===== config.mk =====
export PLATFORM = sky130hd
export DESIGN_NAME = uart_rx_fifo
export DESIGN_NICKNAME = d
export VERILOG_FILES = /design/src/rtl/uart_rx_fifo.sv
export SDC_FILE = /design/constraint.sdc
export NUM_CORES = 1
export LEC_CHECK = 0
export ABC_AREA = 1
export CAP_MARGIN = 10
export CORE_ASPECT_RATIO = 1.75
export CORE_MARGIN = 2
export CORE_UTILIZATION = 59
export DETAILED_ROUTE_END_ITERATION = 10
export PLACE_DENSITY = 0.86
export SETUP_SLACK_MARGIN = 0.2
export SLEW_MARGIN = 30
export SYNTH_ARGS = -nofsm -noshare
export SYNTH_HDL_FRONTEND = slang
export SYNTH_SLANG_ARGS = --single-unit

===== constraint.sdc =====
create_clock -name clk -period 5.1 [get_ports clk]
set_clock_uncertainty 0.2 [all_clocks]
set_input_delay 0.765 -clock clk [delete_from_list [all_inputs] [get_ports clk]]
set_output_delay 0.765 -clock clk [all_outputs]
set_load 0.05 [all_outputs]

===== src/rtl/uart_rx_fifo.sv =====
// uart_rx_fifo: UART 8N1 receiver with a receive buffer behind a valid/ready pop port.
// Build option UART_RX_FIFO_EN: when defined, a FIFO_DEPTH-entry circular buffer;
// when undefined, a single holding register (FIFO_DEPTH ignored).
module uart_rx_fifo #(
  parameter int unsigned CLK_PER_BIT = 5,
  parameter int unsigned FIFO_DEPTH  = 4
) (
  input  logic       clk,
  input  logic       rst,
  input  logic       rxd,
  output logic [7:0] rdata,
  output logic       rvalid,
  input  logic       rready,
  output logic       busy,
  output logic       ferr,
  output logic       overrun
);

  localparam int unsigned CW = (CLK_PER_BIT > 1) ? $clog2(CLK_PER_BIT) : 1;
  localparam logic [CW-1:0] CNT_LAST = CW'(CLK_PER_BIT - 1);
  localparam logic [CW-1:0] CNT_HALF = CW'(CLK_PER_BIT / 2 - 1);

  typedef enum logic [2:0] {
    S_IDLE, S_START, S_DATA, S_STOP, S_BREAK
  } state_t;

  state_t        state;
  logic [CW-1:0] cnt;
  logic [2:0]    idx;
  logic [7:0]    shift;
  logic          rx_m, rx_s;
  logic          push_c, pop_c, full_c, wr_en_c;

  // Two-flop synchroniser; idles high so reset looks like a quiet line
  always_ff @(posedge clk or negedge rst) begin
    if (!rst) begin
      rx_m <= 1'b1;
      rx_s <= 1'b1;
    end else begin
      rx_m <= rxd;
      rx_s <= rx_m;
    end
  end

  // A good stop bit is the push; a full buffer accepts it only if popping the same edge
  assign push_c  = (state == S_STOP) && (cnt == CNT_LAST) && rx_s;
  assign pop_c   = rvalid && rready;
  assign wr_en_c = push_c && (!full_c || pop_c);

  // Receiver FSM: half-bit start check, then mid-bit sampling of data and stop
  always_ff @(posedge clk or negedge rst) begin
    if (!rst) begin
      state <= S_IDLE;
      cnt   <= '0;
      idx   <= '0;
      shift <= '0;
      busy  <= 1'b0;
      ferr  <= 1'b0;
    end else begin
      ferr <= 1'b0;
      case (state)
        S_IDLE: begin
          if (!rx_s) begin
            state <= S_START;
            cnt   <= '0;
            busy  <= 1'b1;
          end
        end
        S_START: begin
          if (cnt == CNT_HALF) begin
            cnt <= '0;
            if (!rx_s) begin
              state <= S_DATA;
              idx   <= '0;
            end else begin
              state <= S_IDLE;
              busy  <= 1'b0;
            end
          end else begin
            cnt <= cnt + CW'(1);
          end
        end
        S_DATA: begin
          if (cnt == CNT_LAST) begin
            cnt        <= '0;
            shift[idx] <= rx_s;
            idx        <= idx + 3'd1;
            if (idx == 3'd7) state <= S_STOP;
          end else begin
            cnt <= cnt + CW'(1);
          end
        end
        S_STOP: begin
          if (cnt == CNT_LAST) begin
            cnt <= '0;
            if (rx_s) begin
              state <= S_IDLE;
              busy  <= 1'b0;
            end else begin
              state <= S_BREAK;
              ferr  <= 1'b1;
            end
          end else begin
            cnt <= cnt + CW'(1);
          end
        end
        S_BREAK: begin
          if (rx_s) begin
            state <= S_IDLE;
            busy  <= 1'b0;
          end
        end
        default: begin
          state <= S_IDLE;
          busy  <= 1'b0;
        end
      endcase
    end
  end

  // Overrun pulse: completed byte had nowhere to go
  always_ff @(posedge clk or negedge rst) begin
    if (!rst) overrun <= 1'b0;
    else      overrun <= push_c && full_c && !pop_c;
  end

`ifdef UART_RX_FIFO_EN
  localparam int unsigned AW = (FIFO_DEPTH > 1) ? $clog2(FIFO_DEPTH) : 1;

  logic [7:0]    mem [FIFO_DEPTH];
  logic [AW-1:0] wptr, rptr, rptr_n;
  logic [AW:0]   count, count_n;
  logic [7:0]    head_n;

  assign full_c = (count == (AW+1)'(FIFO_DEPTH));

  // Next head pointer/count and the byte that will sit at the head after this edge
  always_comb begin
    rptr_n  = rptr + AW'(pop_c);
    count_n = count + (AW+1)'(wr_en_c) - (AW+1)'(pop_c);
    head_n  = mem[rptr_n];
    if (wr_en_c && (wptr == rptr_n)) head_n = shift;
  end

  // Storage array; contents are don't-care until written
  always_ff @(posedge clk) begin
    if (wr_en_c) mem[wptr] <= shift;
  end

  // Pointers, occupancy and registered head outputs
  always_ff @(posedge clk or negedge rst) begin
    if (!rst) begin
      wptr   <= '0;
      rptr   <= '0;
      count  <= '0;
      rdata  <= '0;
      rvalid <= 1'b0;
    end else begin
      if (wr_en_c) wptr <= wptr + AW'(1);
      rptr   <= rptr_n;
      count  <= count_n;
      rdata  <= head_n;
      rvalid <= (count_n != '0);
    end
  end
`else
  assign full_c = rvalid;

  // Single holding register; a push during a pop replaces the byte in place
  always_ff @(posedge clk or negedge rst) begin
    if (!rst) begin
      rdata  <= '0;
      rvalid <= 1'b0;
    end else if (wr_en_c) begin
      rdata  <= shift;
      rvalid <= 1'b1;
    end else if (pop_c) begin
      rvalid <= 1'b0;
    end
  end
`endif

endmodule


Yosys cells after proc, flatten, opt, wreduce, memory -nomap -nowiden

Cells that the tools add are included.

Memories: 0
Bits of input ports: 4
Memory bits (writable): 0
Output and inout bits: 12
Register bits after elaboration: 31
Memory bits (read-only): 0
Logic and storage cells: 79
Latch bits: 0

Multiply operators: 0
Divide/modulo/power cells: 0
Reductions and logical operators: 20
$lt $le $gt $ge: 2
Shift operators: 0
Eq/ne operators: 14
Multiplexer cells: 29
Bitwise operators: 1
Add/sub/neg operators: 2

Operator list:

| operator                                                          | count |
|---|---|
| 2-to-1 mux 3 bit                                                  | 12 |
| one-hot mux 3 bit (5 select lines)                                | 1 |
| inequality test 2 bit, second input constant                      | 6 |
| 2-to-1 mux 1 bit                                                  | 10 |
| equality test 3 bit, second input constant                        | 3 |
| one-hot mux 3 bit (3 select lines)                                | 1 |
| bitwise mux 8 bit                                                 | 1 |
| AND reduction 4 bit                                               | 2 |
| logical AND 1 bit                                                 | 7 |
| adder 3 x 1 -> 3 bit, second input constant                       | 2 |
| equality test 3 x 1 -> 1 bit, second input constant               | 2 |
| equality test 3 x 2 -> 1 bit, second input constant               | 2 |
| one-hot mux 3 bit (2 select lines)                                | 1 |
| AND reduction 6 bit                                               | 1 |
| one-hot mux 1 bit (5 select lines)                                | 1 |
| < comparator 3 x 4 -> 1 bit, second input constant                | 1 |
| AND reduction 2 bit                                               | 2 |
| nonzero test 2 bit                                                | 2 |
| demux 1 bit (select 3 bit)                                        | 1 |
| greater-or-equal comparator 3 x 1 -> 1 bit, second input constant | 1 |
| zero test 3 bit                                                   | 1 |
| nonzero test 3 bit                                                | 1 |
| zero test 1 bit                                                   | 2 |
| 2-to-1 mux 2 bit                                                  | 1 |
| other kinds (4)                                                   | 4 |

Logic depth before layout (Yosys ltp)

Depth after elaboration: 5
Mapped depth: 9
Depth with buffers taken out: 9

Least setup slack after synthesis

No wires, ideal clock.

Kind: input to register
Start: input port rready
End: register rdata[0]
Stages: 5
Buffers on the path: 0
Data required time: 4835 ps
Slack: 3484 ps
Library setup time: 65 ps
Arrival: 1351 ps
Cell sequence: nor2_1 -> nor2_8 -> inv_4 -> nand2_1 -> nand2_1

Word-level cells in the longest chain between the ends: 3

Ends and longest elaborated chain:

| item                 | RTL line | source |
|---|---|---|
| from (decl)          | 13       | `input logic rready,` |
| logical AND 1 bit    | 47       | `assign pop_c = rvalid && rready;` |
| logical OR 1 bit     | 48       | `assign wr_en_c = push_c && (!full_c \|\| pop_c);` |
| logical AND 1 bit    | 48       |  |
| to (signal assigned) | 175      | `rdata <= shift;` |
| to (decl)            | 11       | `output logic [7:0] rdata,` |

No other way between the ends.
A chain may end at the register's enable or synchronous reset.

Final worst setup path

Start: register busy
End: output port busy

RTL lines:

| item                   | RTL line | source |
|---|---|---|
| from (decl)            | 14       | `output logic busy,` |
| from (signal assigned) | 57       | `busy <= 1'b0;` |
| from (signal assigned) | 66       | `busy <= 1'b1;` |
| from (signal assigned) | 77       | `busy <= 1'b0;` |

No word-level cell between the ends.

==> run metrics <==
width of the die=around 43 µm; clock edge transition at the registers on the reported setup and hold paths=around 0.060 ns; largest family of logic cells by synthesized area=simple AND/OR/NAND/NOR gates; PortBufs=15; synthesis-stage register bit count=31; mux share of post-synthesis cell area=0%; commonest non-fill, non-tap cell in the layout=nand2_1; I/O pins=16; critical path type=flop to primary output; FP Rows=24; XOR/XNOR Fraction of Synth Area=less than 1%; Sum Neg Setup Slack=0 ns; Final Hold Viols=0; Post-layout nets=around 210; WP data arrival=1.46 ns; number of max-cap violations=0; CP Launch Type=flop; RSZ-0062 raised after global routing=no; CTS H-tree depth=2; Worst Max-Slew Pin Slew=0.521 ns; final period utilization=between 40% and 50%; GRT Util Overall=23.6%; simple logic cell fraction of the synthesized area=33.4%; Cells after Synth=183; HP Class=flop to flop; CP Capture Type=primary output; worst skew pair latency=between 0.2 and 0.3 ns; GRT overflow=0; TritonCTS clock tree=built; CP Max Fanout=2; number of buffers created by CTS=5; die span in y=71.4 µm; final hold slack=0.157 ns; Reg2Reg Setup Slack=3.30 ns; share of cells above drive strength 1=12.2%; Max Fclk=412 MHz; outcome=complete, no violations; DR DRC count=0; Layout area overhead=19.3%; power per cell area=430 nW/µm²; area of the die=3040 µm²; post-CTS repair timing setup buffer count=0; Net Count, Synth=192; drt pass-1 iters=4; Rel. slew slack=65.2%; CP top delay family=buffers and inverters; register area share after synthesis=50.8%; GP Congestion=0.836; first-pass GRT wire length=between 5 and 6 mm; WL/cell=12.8 µm; Ys Warns=0; CP required=4.14 ns; most frequent cells in the layout=nand2_1, dfrtp_1, nor2_1; CP cell instances=clkdlybuf4s50_1; fill count=182; Setup crit start=busy$_DFFE_PN0P_; area of the mapped netlist=1530 µm²; R2R Path End=rdata[7]$_DFFE_PN0P_; vias per cell=5.37; area of the core=between 2000 and 2500 µm²; post-synth cell types=24; initial antenna violation count=0; via count=1240; FF-to-FF Start=cnt[0]$_DFFE_PN0P_; CP Buf/Inv Count=1; Max Slew Vio Count=0; CTS resizes=0; DP Wirelength=roughly 2.2 mm; compound-cell area share of the yosys netlist=roughly 5.7%; starting density of the core=between 60% and 70%; n_diodes=0; fraction of the mapped netlist area in adder cells=under 10%; Iter 0 DRT Violations=21; Avg Inst Size Synth=~8.4 µm²; final WL=2.97 mm; Crit-path slowest cell=clkdlybuf4s50_1; crit-path max cell delay=0.82 ns; Static Leak=~0.98 nW; Hold Buf Count CTS=0; largest net degree at the start of global routing=32; clk root buf=clkbuf_8; Reg2Reg Depth=9; setup violators final=0; number of global-route vias before repair=between 1000 and 1500; CTS sink count=31; CP endpoint=busy; final critical-path required period=2.43 ns; CP Depth=1; VDD IR-drop max=between 300 and 400 µV; clock buffer depth=2; Routed Antenna Nets=0
[per-layer routing]
layer | global-route usage, % | share of wire [%] | vias to the layer above
met5 | 0 | 0 | -
met4 | 14.9 | 3.4 | 0
li1 | - | - | 614
met2 | 44.3 | 57 | 37
met3 | 5.54 | 3.7 | 12
met1 | 21.6 | 36 | 577
[worst min path at each step]
| stage | slack, ns | cells past startpoint | from | to |
|---|---|---|---|---|
| 2_1_floorplan | 0.15 | 0 | rx_m$_DFF_PN1_ | rx_s$_DFF_PN1_ |
| 3_3_place_gp | 0.15 | 0 | rx_m$_DFF_PN1_ | rx_s$_DFF_PN1_ |
| 3_5_place_dp | 0.15 | 0 | rx_m$_DFF_PN1_ | rx_s$_DFF_PN1_ |
| 4_1_cts | 0.16 | 0 | rx_m$_DFF_PN1_ | rx_s$_DFF_PN1_ |
| 5_1_grt | 0.16 | 0 | rx_m$_DFF_PN1_ | rx_s$_DFF_PN1_ |
| 6_report | 0.16 | 0 | rx_m$_DFF_PN1_ | rx_s$_DFF_PN1_ |
[cells in the mapped netlist]
master | number | area (µm²)
nand2_1 | 69 | 259
dfrtp_1 | 29 | 726
nor2_1 | 18 | 67.6
inv_1 | 15 | 56.3
o21ai_1 | 9 | 45.0
nand3_1 | 8 | 40.0
ha_1 | 5 | 62.6
o21ai_0 | 5 | 25.0
nand2_2 | 3 | 18.8
a21oi_1 | 2 | 10.0
dfstp_2 | 2 | 52.6
inv_2 | 2 | 7.51
nand2_4 | 2 | 22.5
nand4_1 | 2 | 12.5
nor2_4 | 2 | 22.5
nor2_8 | 2 | 40.0
buf_2 | 1 | 5.00
buf_4 | 1 | 7.51
inv_4 | 1 | 6.26
nand3_4 | 1 | 17.5
nor3_1 | 1 | 5.00
o211ai_1 | 1 | 7.51
or2_2 | 1 | 6.26
xor2_1 | 1 | 8.76
[cell families (layout without fill, tap and decap cells)]
group,count (synthesis),after routing
fa+ha+maj,5,5
flops,31,31
compound gates,17,17
xor+xnor,1,1
simple gates,109,109
buf+inv,20,42
[power by group]
group	leakage, nW	switching, mW	total (mW)	internal [mW]
registers	0.418	0.0365	0.312	0.276
clock network	0.0612	0.0881	0.246	0.158
logic	0.500	0.153	0.228	0.0749
[stage by stage]
stage | instances | total power, mW | utilization, % | cell area, µm² | setup slack (ns)
final | 231 | 0.786 | 73.3 | 1830 | 2.67
after global routing | 231 | 0.835 | 73.3 | 1830 | 2.64
after CTS | 231 | 0.791 | 73.3 | 1830 | 2.66
after detailed placement | 223 | 0.543 | 68.6 | 1710 | 2.98
after global placement | 223 | 0.530 | 68.6 | 1710 | 3.01
after floorplan | 183 | 0.487 | - | 1530 | 3.48
[sequential cells by signal (all words and copies together) (netlist names)]
name	count
rx_s	1
busy	1
rvalid	1
rx_m	1
overrun	1
state	3
idx	3
shift	8
cnt	3
ferr	1
rdata	8
[area by class of cell]
cell class                 instances  area (µm²)  area share [%]
timing repair buffer              16         158            8.63
multi-input combinational        132         671            36.7
inverter                          18        70.1            3.84
sequential                        31         778            42.6
clock inverter                     2        35.0            1.92
tap                               26        32.5            1.78
clock buffer                       6        82.6            4.52
[worst register-to-register path, stage by stage, from the launching register on]
cell and delay [ns]:
dfrtp_1 0.40, inv_1 0.10, ha_1 0.16, nand2_2 0.14, inv_1 0.16, nand3_4 0.13
nor2_8 0.18, inv_4 0.07, nand2_1 0.07, nand2_1 0.07
Power figures use the tool's default switching activity.
